==> config.mk <==
export PLATFORM = sky130hd
export DESIGN_NAME = r5_input_gather
export DESIGN_NICKNAME = d
export VERILOG_FILES = /design/src/rtl/r5_pkg.sv /design/src/rtl/r5_bank.sv /design/src/rtl/r5_input_gather.sv
export SDC_FILE = /design/constraint.sdc
export NUM_CORES = 1
export LEC_CHECK = 0
export BUFFER_PORTS_ARGS = -buffer_cell sky130_fd_sc_hd__buf_2
export CAP_MARGIN = 25
export CELL_PAD_IN_SITES_DETAIL_PLACEMENT = 1
export CELL_PAD_IN_SITES_GLOBAL_PLACEMENT = 1
export CORE_MARGIN = 8
export CORE_UTILIZATION = 39
export CTS_BUF_LIST = sky130_fd_sc_hd__clkbuf_4
export DETAILED_ROUTE_END_ITERATION = 8
export HOLD_SLACK_MARGIN = 0.15
export PLACE_DENSITY_LB_ADDON = 0.1
export SYNTH_ARGS = -nofsm -noshare
export SYNTH_HDL_FRONTEND = slang
export SYNTH_SLANG_ARGS = --single-unit
export TNS_END_PERCENT = 50
==> constraint.sdc <==
create_clock -name clk -period 2.04 [get_ports clk]
set_input_delay 0.408 -clock clk [delete_from_list [all_inputs] [get_ports clk]]
set_output_delay 0.408 -clock clk [all_outputs]
set_load 0.01 [all_outputs]
==> src/rtl/r5_pkg.sv <==
// r5_pkg: shared sizes and sample/group types for the radix-5 input gather stage.
package r5_pkg;

    localparam int DW   = 32;                  // float32 word per real/imag part
    localparam int N_PT = 5;                   // points per radix-5 group
    localparam int FW   = $clog2(N_PT);        // fill counter width

    localparam logic [DW-1:0] F32_ZERO = 32'h0000_0000;   // +0.0

    typedef struct packed {
        logic [DW-1:0] re;
        logic [DW-1:0] im;
    } cplx_t;

    // Element 0 is the first sample accepted into the group.
    typedef cplx_t [N_PT-1:0] grp_t;

    localparam cplx_t CPLX_ZERO = '{re: F32_ZERO, im: F32_ZERO};

endpackage

==> src/rtl/r5_bank.sv <==
// r5_bank: five-slot complex register bank. Fills one slot per write, closes the
// group on the fifth write or an early-flush write, zero-pads the unfilled tail
// and holds the group (full) until cleared by the consumer.
module r5_bank
    import r5_pkg::*;
(
    input  logic          clk,
    input  logic          rst_n,
    input  logic          wr_en,
    input  cplx_t         wr_data,
    input  logic          wr_last,
    input  logic          clear,
    output grp_t          grp,
    output logic          full,
    output logic          done,
    output logic [FW-1:0] fill
);

    logic wr_ok;
    logic at_end;

    // A full bank ignores writes so a presented group can never be disturbed.
    assign wr_ok  = wr_en && !full;
    assign at_end = (fill == FW'(N_PT - 1));
    assign done   = wr_ok && (at_end || wr_last);

    // Slot write, tail padding on completion, fill count and full flag.
    always_ff @(posedge clk) begin
        if (!rst_n) begin
            grp  <= '0;
            fill <= '0;
            full <= 1'b0;
        end else begin
            if (clear)
                full <= 1'b0;
            if (wr_ok) begin
                for (int i = 0; i < N_PT; i++) begin
                    if (FW'(i) == fill)
                        grp[i] <= wr_data;
                    else if (done && (FW'(i) > fill))
                        grp[i] <= CPLX_ZERO;
                end
                fill <= done ? '0 : fill + 1'b1;
                if (done)
                    full <= 1'b1;
            end
        end
    end

endmodule

==> src/rtl/r5_input_gather.sv <==
// r5_input_gather: packs serial complex float32 samples into radix-5 groups
// x0..x4 for the butterfly, tracks group position within the FFT frame and
// flags early-flushed (short) groups.
// Build option R5_DOUBLE_BUF_EN: ping-pong banks so one group fills while the
// other is presented (1 sample/clk sustained). Without it a single bank is used
// and input stalls while a group is presented.
module r5_input_gather
    import r5_pkg::*;
#(
    parameter int DW           = 32,
    parameter int FRAME_GROUPS = 5
) (
    input  logic          clk,
    input  logic          rst_n,
    input  logic          in_valid,
    output logic          in_ready,
    input  logic [DW-1:0] in_re,
    input  logic [DW-1:0] in_img,
    input  logic          in_last,
    output logic          out_valid,
    input  logic          out_ready,
    output logic [DW-1:0] x0_re,
    output logic [DW-1:0] x1_re,
    output logic [DW-1:0] x2_re,
    output logic [DW-1:0] x3_re,
    output logic [DW-1:0] x4_re,
    output logic [DW-1:0] x0_img,
    output logic [DW-1:0] x1_img,
    output logic [DW-1:0] x2_img,
    output logic [DW-1:0] x3_img,
    output logic [DW-1:0] x4_img,
    output logic          out_frame_end,
    output logic          err_short
);

    localparam int IW = (FRAME_GROUPS > 1) ? $clog2(FRAME_GROUPS) : 1;

    cplx_t         wr_data;
    grp_t          grp;
    logic          accept;
    logic          out_hs;
    logic          done;
    logic [FW-1:0] fill;
    logic [IW-1:0] grp_idx;

    assign wr_data = '{re: in_re, im: in_img};
    assign accept  = in_valid && in_ready;
    assign out_hs  = out_valid && out_ready;

`ifdef R5_DOUBLE_BUF_EN
    logic          wr_sel;
    logic          rd_sel;
    logic [1:0]    b_wr;
    logic [1:0]    b_clr;
    logic [1:0]    b_full;
    logic [1:0]    b_done;
    grp_t          b_grp  [2];
    logic [FW-1:0] b_fill [2];

    for (genvar b = 0; b < 2; b++) begin : g_bank
        assign b_wr[b]  = accept && (wr_sel == 1'(b));
        assign b_clr[b] = out_hs && (rd_sel == 1'(b));

        r5_bank u_bank (
            .clk     (clk),
            .rst_n   (rst_n),
            .wr_en   (b_wr[b]),
            .wr_data (wr_data),
            .wr_last (in_last),
            .clear   (b_clr[b]),
            .grp     (b_grp[b]),
            .full    (b_full[b]),
            .done    (b_done[b]),
            .fill    (b_fill[b])
        );
    end

    // The write bank is never the presented full bank, so the write bank being
    // full means both are full.
    assign in_ready  = rst_n && !b_full[wr_sel];
    assign out_valid = b_full[rd_sel];
    assign grp       = b_grp[rd_sel];
    assign done      = |b_done;
    assign fill      = b_fill[wr_sel];

    // Fill pointer advances on completion, present pointer on output handshake;
    // both alternate, so output order equals completion order.
    always_ff @(posedge clk) begin
        if (!rst_n) begin
            wr_sel <= 1'b0;
            rd_sel <= 1'b0;
        end else begin
            if (done)
                wr_sel <= !wr_sel;
            if (out_hs)
                rd_sel <= !rd_sel;
        end
    end
`else
    logic full;

    r5_bank u_bank (
        .clk     (clk),
        .rst_n   (rst_n),
        .wr_en   (accept),
        .wr_data (wr_data),
        .wr_last (in_last),
        .clear   (out_hs),
        .grp     (grp),
        .full    (full),
        .done    (done),
        .fill    (fill)
    );

    assign out_valid = full;
    assign in_ready  = rst_n && !full;
`endif

    assign out_frame_end = out_valid && (grp_idx == IW'(FRAME_GROUPS - 1));

    // Frame position of the presented group, and the short-group pulse.
    always_ff @(posedge clk) begin
        if (!rst_n) begin
            grp_idx   <= '0;
            err_short <= 1'b0;
        end else begin
            err_short <= done && (fill != FW'(N_PT - 1));
            if (out_hs)
                grp_idx <= (grp_idx == IW'(FRAME_GROUPS - 1)) ? '0 : grp_idx + 1'b1;
        end
    end

    assign x0_re  = grp[0].re;
    assign x1_re  = grp[1].re;
    assign x2_re  = grp[2].re;
    assign x3_re  = grp[3].re;
    assign x4_re  = grp[4].re;
    assign x0_img = grp[0].im;
    assign x1_img = grp[1].im;
    assign x2_img = grp[2].im;
    assign x3_img = grp[3].im;
    assign x4_img = grp[4].im;

endmodule

# After elaboration in Yosys (flattened, before gate mapping)
# Index checks and enable logic that the tools add are counted.
dict set report totals {
  mem_bits_ro 0
  output_inout_bits 324
  input_bits 69
  latch_bits 0
  reg_bits 328
  mem_bits_rw 0
  wordCells 68
  n_memories 0
}
dict set report op_classes {
  mul 0
  n_shift 0
  n_addsub 2
  div 0
  n_mux 15
  n_lt_le_gt_ge 5
  reduce_logical 25
  bitwise 0
  n_eq_ne 7
}
# cell count
set ops {}
lappend ops {{two-way mux 64 bit} 10}
lappend ops {{logical AND 1 bit} 12}
lappend ops {{AND reduction 2 bit} 5}
lappend ops {{nonzero test 2 bit} 5}
lappend ops {{adder 3 x 1 -> 3 bit, second input constant} 2}
lappend ops {{== test 2 x 3 -> 1 bit, first input constant} 2}
lappend ops {{== test 3 bit, second input constant} 2}
lappend ops {{greater-than comparator 1 x 3 -> 1 bit, first input constant} 2}
lappend ops {{greater-than comparator 2 x 3 -> 1 bit, first input constant} 2}
lappend ops {{two-way mux 3 bit} 2}
lappend ops {{== test 1 x 3 -> 1 bit, first input constant} 1}
lappend ops {{== test 3 bit, first input constant} 1}
lappend ops {{greater-than comparator 3 bit, first input constant} 1}
lappend ops {{zero test 3 bit} 1}
lappend ops {{two-way mux 1 bit} 3}
lappend ops {{!= test 3 bit, second input constant} 1}
lappend ops {{zero test 1 bit} 1}
lappend ops {{logical OR 1 bit} 1}

# Logic depth before layout (Yosys ltp)
# Gate-level depths: netlist (run 1).
dict set report logic_depth {
  ltp_word 8
  ltp_mapped 7
  depth_no_buf 5
}

# Cells and area by module
# A second synthesis (run 1) with hierarchy kept.
dict set report unflattened {
  hier_cells 1284
  hier_area_um2 11780.0
}
# mod seq_area_each_um2 cells_each area_each_um2 instances
set modules_own_cells {}
lappend modules_own_cells {r5_bank 6486.2 1259 11556.1 1}
lappend modules_own_cells {r5_input_gather 80.1 25 224.0 1}

# Worst setup path after synthesis (run 1)
# OpenSTA, ideal clock, no wires.
dict set report synth_timing {
  path_type {input to output}
  start {input rst_n}
  end {output in_ready}
  slack_ps 126
  path_stages 5
  required_ps 1632
  arrival_ps 1506
  cell_sequence {clkbuf_2 > buf_2 > clkbuf_1 > clkbuf_1 > nor2b_1}
}
dict set report synth_via {
  elab_chain_cells 1
}
# element line_no
set synth_lines {}
lappend synth_lines {{start: declaration} r5_input_gather.sv:14} ;# input logic rst_n,
lappend synth_lines {{logical AND 1 bit} r5_input_gather.sv:116} ;# assign in_ready = rst_n && !full;
lappend synth_lines {{end: declaration} r5_input_gather.sv:16} ;# output logic in_ready,
# Every way passes these cells.

# Final worst setup path (run 1)
dict set report layout_timing {
  start {register grp_idx[1]}
  end {output out_frame_end}
}
dict set report layout_via {
  elab_chain_cells 2
}
# element line_no
set layout_lines {}
lappend layout_lines {{start: declaration} r5_input_gather.sv:44} ;# logic [IW-1:0] grp_idx;
lappend layout_lines {{start signal: assignment} r5_input_gather.sv:129} ;# grp_idx <= (grp_idx == IW'(FRAME_GROUPS - 1)) ? '0 : grp_idx + 1'b1;
lappend layout_lines {{== test 3 bit} r5_input_gather.sv:119} ;# assign out_frame_end = out_valid && (grp_idx == IW'(FRAME_GROUPS - 1));
lappend layout_lines {{logical AND 1 bit} r5_input_gather.sv:119}
lappend layout_lines {{end: declaration} r5_input_gather.sv:32} ;# output logic out_frame_end,
# Every way passes these cells.

==> flow_summary.json, run 1 <==
{
  "outcome": "finished, final reports clean",
  "final_common_cell": "buf_2",
  "wl_per_cell_um": 22.2,
  "synth_compound_area_share_pct": 22.3,
  "grt_pass1_vias": 11500,
  "firstDrtPassIters": 5,
  "area_growth_pct": 37.3,
  "worst_slew_pin_slew_ns": 0.952,
  "synth.top_cell.area_share_pct": 57.7,
  "synth_top_family_by_area": "compound AO/OA/AOI/OAI gates",
  "cp.required_ns": 1.63,
  "cp.arrival_ns": 1.53,
  "netlist_area_um2": 11400,
  "cts_made_buffers": 87,
  "crit_path_max_fanout": 3,
  "fin_crit_sh_pct": 94.9,
  "report.final.slew_viol_count": 0,
  "drt_iter0_drc": 564,
  "grt_usage_pct": 23.9,
  "finalHoldViolCount": 0,
  "synth_mux_area_share_pct": 0.0880,
  "synth.largest_area_cell": "dfxtp_1",
  "ys_seq_area_share_pct": 57.7,
  "clk_latency_ns": 0.70,
  "period_minus_slack_ns": 1.94,
  "die_y_um": 187,
  "start_util_pct": 39.6,
  "io_buffers": 392,
  "min_from": "in_valid",
  "rsz0062_at_grt": "false",
  "regToRegEndpoint": "u_bank.grp[307]",
  "h-tree-depth": 3,
  "cts_sinks": 328,
  "syn_avg_cell_area_um2": 10.9,
  "nNetsFinal": 1581,
  "grt_pass1_wl_um": 67800,
  "clock.fmax_mhz": 517,
  "cp-end-kind": "primary output",
  "via_per_inst": 5.63,
  "dp_hpwl_um": 28100,
  "die_x_um": 187,
  "core_um2": 28700,
  "cp-startpoint": "grp_idx[1]",
  "ant_nets": 0,
  "synth_area_leaders": "dfxtp_1 (58%), a32o_1 (10%), a22o_1 (9.9%), nand3_1 (7.7%), nand4_1 (3.5%)",
  "r2r_slack_ns": 0.17,
  "critPathLaunchType": "register",
  "cap_violations": 0,
  "dieArea_um2": 34900,
  "critical_path_class": "reg2out",
  "finalPower_mw": 13.5,
  "rows": 62,
  "num_vias": 11000,
  "peakVddDrop_mv": 0.588,
  "syn_nets": 1121,
  "synth_seq_cells": 328,
  "grt-ovfl-total": 0,
  "relSlewSlack_pct": 36.5,
  "crit_path_end": "out_frame_end",
  "io_pins": 393,
  "min_path_type": "in2reg",
  "synthAdderAreaFrac_pct": 0.550,
  "fin_tns_setup_ns": 0,
  "fin_worst_skew_ns": 0.0302,
  "synth-simple-area-share_pct": 14.4,
  "setup_viol": 0,
  "finalNonFillerCells": 1956,
  "multi_input_area_um2": 4340,
  "grt_max_degree": 127,
  "clkTransAtPathRegs_ns": 0.07,
  "power_leakage_nw": 7.29,
  "clockBufferDepth": 3,
  "r2r_cells": 5,
  "antenna_found_initial": 1,
  "syn_inst": 1047,
  "ys_types": 37,
  "drc": 0,
  "place_inst": 1734,
  "power_density_nw_per_um2": 864,
  "place_congestion": 0.758,
  "reg2reg_from": "u_bank.fill[1]",
  "cts_tree": "yes",
  "hold_ws_ns": 0.273,
  "drive_gt1_share_pct": 37.0,
  "synth_warnings": 0,
  "root_buffer": "clkbuf_4",
  "synth_xor_area_share_pct": 0,
  "wirelength_um": 43400,
  "fillCellCount": 3227,
  "seq_area_um2": 6570,
  "final_cell_mix": "buf_2 (390), dfxtp_1 (325), nand3_1 (175), clkbuf_4 (130), a22o_1 (128)"
}
cell type report:
cell class	count	area share, %
diodes	1	0.0160
well taps	384	3.08
inverters	5	0.120
clock inverters	23	0.809
clock buffers	130	6.25
repair buffers	493	19.9
multi-input cells	592	27.8
flip-flops and latches	328	42.1
through the flow:
| step | utilization [%] | instance area, um^2 | worst slack, ns |
|---|---|---|---|
| after floorplan | - | 11400 | 0.126 |
| after global placement | 48.1 | 13800 | 0.166 |
| after detailed placement | 48.1 | 13800 | 0.109 |
| after CTS | 54.4 | 15600 | 0.0102 |
| after global routing | 54.4 | 15600 | 0.0112 |
| final | 54.4 | 15600 | 0.104 |
flip-flops by register name (all words and copies together) (netlist names):
signal       cells
u_bank.fill      3
grp_idx          3
u_bank.full      1
u_bank.grp     320
err_short        1
worst min-delay path by stage:
stage | to | slack [ns] | cells past startpoint
2_1_floorplan | grp_idx[1] | 0.46 | 2
3_3_place_gp | u_bank.grp[275] | 0.45 | 2
3_5_place_dp | u_bank.grp[240] | 0.46 | 2
4_1_cts | u_bank.grp[240] | 0.20 | 4
5_1_grt | u_bank.grp[240] | 0.25 | 4
6_report | u_bank.fill[2] | 0.27 | 4
Yosys cell counts:
library cell / count
and3_1: 3
buf_1: 10
buf_6: 7
and4b_1: 1
nand3_1: 175
and2_1: 8
nand2b_1: 2
nor3_1: 1
o21ai_0: 2
mux2i_1: 1
nand4b_1: 1
dfxtp_1: 328
a22o_1: 129
a32o_1: 116
a211o_1: 1
nor3b_2: 1
or3b_1: 2
nor3_2: 2
o2bb2ai_1: 1
nand4_1: 64
or2_2: 1
nand2_1: 37
ha_1: 5
clkbuf_2: 1
a21boi_0: 7
or3_1: 1
buf_2: 22
nor2_1: 3
a211oi_1: 1
inv_1: 5
o22ai_1: 13
nor2b_1: 3
a21oi_1: 2
nand4bb_4: 1
o2111ai_1: 1
clkbuf_1: 82
a32oi_1: 7
per-layer routing:
| metal | track usage, % | share of wire, % |
|---|---|---|
| met1 | 26.8 | 40 |
| met2 | 41.2 | 50 |
| met5 | 0 | 0 |
| met3 | 7.87 | 7.3 |
| met4 | 9.80 | 3.1 |
timing repair:
item                                   CTS  global route
pin swaps                                0             1
buffers inserted                         1             0
endpoints found under the hold margin  322             0
hold buffers                            67             0
setup endpoints to repair                1             1
gates resized for setup                  3             5
critical path, stage by stage, from the launching register on:
cell and delay (ns):
dfxtp_2 0.34, inv_1 0.07, ha_4 0.16, and3_1 0.16
buf_6 0.12
logic make-up (layout without fill, tap and decap cells):
family | count (synthesis) | in the layout
flip-flops | 328 | 328
AO/OA/AOI/OAI | 280 | 280
adder cells (fa/ha/maj) | 5 | 5
other | 0 | 1
buffers and inverters | 127 | 651
AND/OR/NAND/NOR | 306 | 306
multiplexers | 1 | 1
power breakdown:
group / internal [mW] / switching (mW)
clock: 3.04 / 2.69
sequential: 6.54 / 0.0722
combinational: 0.432 / 0.730
Power figures use the tool's default switching activity.
==> run 2, diff against run 1 <==
- BUFFER_PORTS_ARGS: -buffer_cell sky130_fd_sc_hd__buf_2 -> unset
- CORE_UTILIZATION: 39 -> 49
- DONT_BUFFER_PORTS: unset -> 1
==> run 2 against run 1 <==
Net effect: the run now ends with hold timing left; sequential share of layout area rose by 6.0 points; power fell by 5.7%; utilization rose by 5.8 points; worst setup slack got worse by 0.050 ns; final cell count fell by 24%; critical path depth rose by 2; maximum frequency fell by 2.5%; sequential power rose by 2%; clock skew rose by 0.044 ns; wire length fell by 1.7%; clock power fell by 8.4%; critical path type is now reg2reg; critical endpoint is now u_bank.grp[283].
==> flow_summary.json, run 2 (synthesized netlist as in run 1, its figures left out) <==
{
  "crit_top_cell": "nand3_1",
  "io_pins": 393,
  "core_um2": 22700,
  "fin_crit_sh_pct": 97.3,
  "min_path_type": "in2reg",
  "violations": "hold timing",
  "dp_hpwl_um": 25900,
  "drive_gt1_share_pct": 13.7,
  "post-place-ws_ns": 0.0122,
  "h-tree-depth": 3,
  "start_util_pct": 50.1,
  "critical_path_buf_inv_count": 3,
  "dieArea_um2": 28400,
  "period_minus_slack_ns": 1.99,
  "drt_iter0_drc": 649,
  "die_x_um": 168,
  "clockBufferDepth": 3,
  "die_y_um": 168,
  "setup_viol": 0,
  "critical_path_class": "reg2reg",
  "largest_register": "u_bank.grp",
  "final_cell_mix": "dfxtp_1 (326), nand3_1 (175), a22o_1 (128), a32o_1 (116), clkbuf_4 (115)",
  "critPathSlowestCell": "dlygate4sd3_1",
  "fillCellCount": 2406,
  "worst_slew_pin_slew_ns": 0.811,
  "largest_reg_flops": 320,
  "outcome": "finished with violations",
  "critical-path-max-stage-delay_ns": 0.58,
  "wirelength_um": 42600,
  "rows": 55,
  "cts_sinks": 328,
  "finalHoldViolCount": 8,
  "clkTransAtPathRegs_ns": 0.06,
  "relSlewSlack_pct": 45.9,
  "antenna_found_initial": 2,
  "fin_ws_ns": 0.0543,
  "cap_violations": 0,
  "drc": 0,
  "cts_tree": "yes",
  "firstDrtPassIters": 5,
  "grt-ovfl-total": 0,
  "reg_top3": "u_bank.grp: 320 flops, grp_idx: 3 flops, u_bank.fill: 3 flops",
  "crit_path_max_fanout": 21,
  "grt_pass1_wl_um": 64300,
  "grt_max_degree": 350,
  "area_growth_pct": 20.2,
  "wl_per_cell_um": 28.6,
  "power_density_nw_per_um2": 931,
  "io_buffers": 0,
  "hold_ws_ns": -0.0756,
  "fin_worst_skew_ns": 0.0743,
  "clk_latency_ns": 0.70,
  "report.final.slew_viol_count": 0,
  "power_leakage_nw": 5.17,
  "cp.required_ns": 2.68,
  "cp.arrival_ns": 2.62,
  "grt_pass1_vias": 10300,
  "grt_usage_pct": 28.6,
  "cp-end-kind": "register",
  "nNetsFinal": 1224,
  "peakVddDrop_mv": 0.517,
  "via_per_inst": 6.70,
  "place_congestion": 0.730,
  "clock.fmax_mhz": 504,
  "worstPathCellList": "buf_4 > nand2b_4 > buf_12 > nand3_1 > dlygate4sd3_1 > nand3_1",
  "critPathLaunchType": "register",
  "root_buffer": "clkbuf_4",
  "num_vias": 9972,
  "cts_made_buffers": 84,
  "cpLargestDelayFamily": "buffers and inverters",
  "ant_nets": 0,
  "final_common_cell": "dfxtp_1"
}
[run 2: changes by cell type in the layout (fill, tap and decap cells not counted), moves of 8 or more]
| cell | change |
|---|---|
| buf_2 | -390 |
| dlygate4sd3_1 | +46 |
| clkbuf_4 | -15 |
| buf_12 | -8 |
[run 2: worst paths after layout]
path | slack [ns] | to | cells after the start | startpoint
hold reg to reg | 0.55 | u_bank.fill[0] | 2 | u_bank.fill[0]
hold / removal | -0.08 | u_bank.grp[96] | 1 | rst_n
setup reg to reg | 0.05 | u_bank.grp[283] | 6 | u_bank.full
setup / recovery | 0.05 | u_bank.grp[283] | 6 | u_bank.full
[run 2: per-layer routing]
metal  part of all wire, %  global-route usage (%)  up-vias
met2                    48                    46.8      503
met5                 0.030                       0        -
met4                   3.4                    12.9        2
met3                    12                    13.0      100
met1                    37                    31.4     5041
li1                      -                       -     4326
[run 2: timing repair]
item | in CTS | in global routing
hold endpoints to repair | 328 | 184
hold buffers | 107 | 6
setup endpoints to repair | 1 | 25
setup buffers | 0 | 0
resized for setup | 1 | 2
gates cloned | 0 | 1
[run 2: power breakdown]
| group | switching [mW] | internal [mW] | leakage (nW) |
|---|---|---|---|
| sequential | 0.182 | 6.54 | 2.66 |
| clock | 2.65 | 2.60 | 0.571 |
| combinational | 0.475 | 0.283 | 1.95 |
| total | 3.31 | 9.42 | 5.17 |
[run 2: layout make-up]
cell class              count  area, um^2  area share (%)
flip-flops and latches    328        6570            48.0
inverters                   5        18.8           0.137
repair buffers            138        1420            10.4
clock buffers             115         863            6.31
diodes                      1        2.50          0.0183
multi-input cells         593        4340            31.7
clock inverters            23         104           0.760
well taps                 285         357            2.61
[run 2: per-stage QoR]
stage	setup TNS (ns)	total power [mW]	instances	util (%)	area, um^2
after global placement	0	7.34	1235	50.9	11600
final	0	12.7	1488	60.2	13700
after global routing	-0.0201	13.3	1488	60.2	13700
after CTS	0	12.8	1480	59.9	13600
after detailed placement	0	7.38	1235	50.9	11600
after floorplan	0	7.27	1047	-	11400
[run 2: worst register-to-register path, stage by stage, from the launching register on]
cell and delay [ns]:
dfxtp_1 0.42, buf_4 0.23, nand2b_4 0.34, buf_12 0.21, nand3_1 0.10, dlygate4sd3_1 0.58
nand3_1 0.09
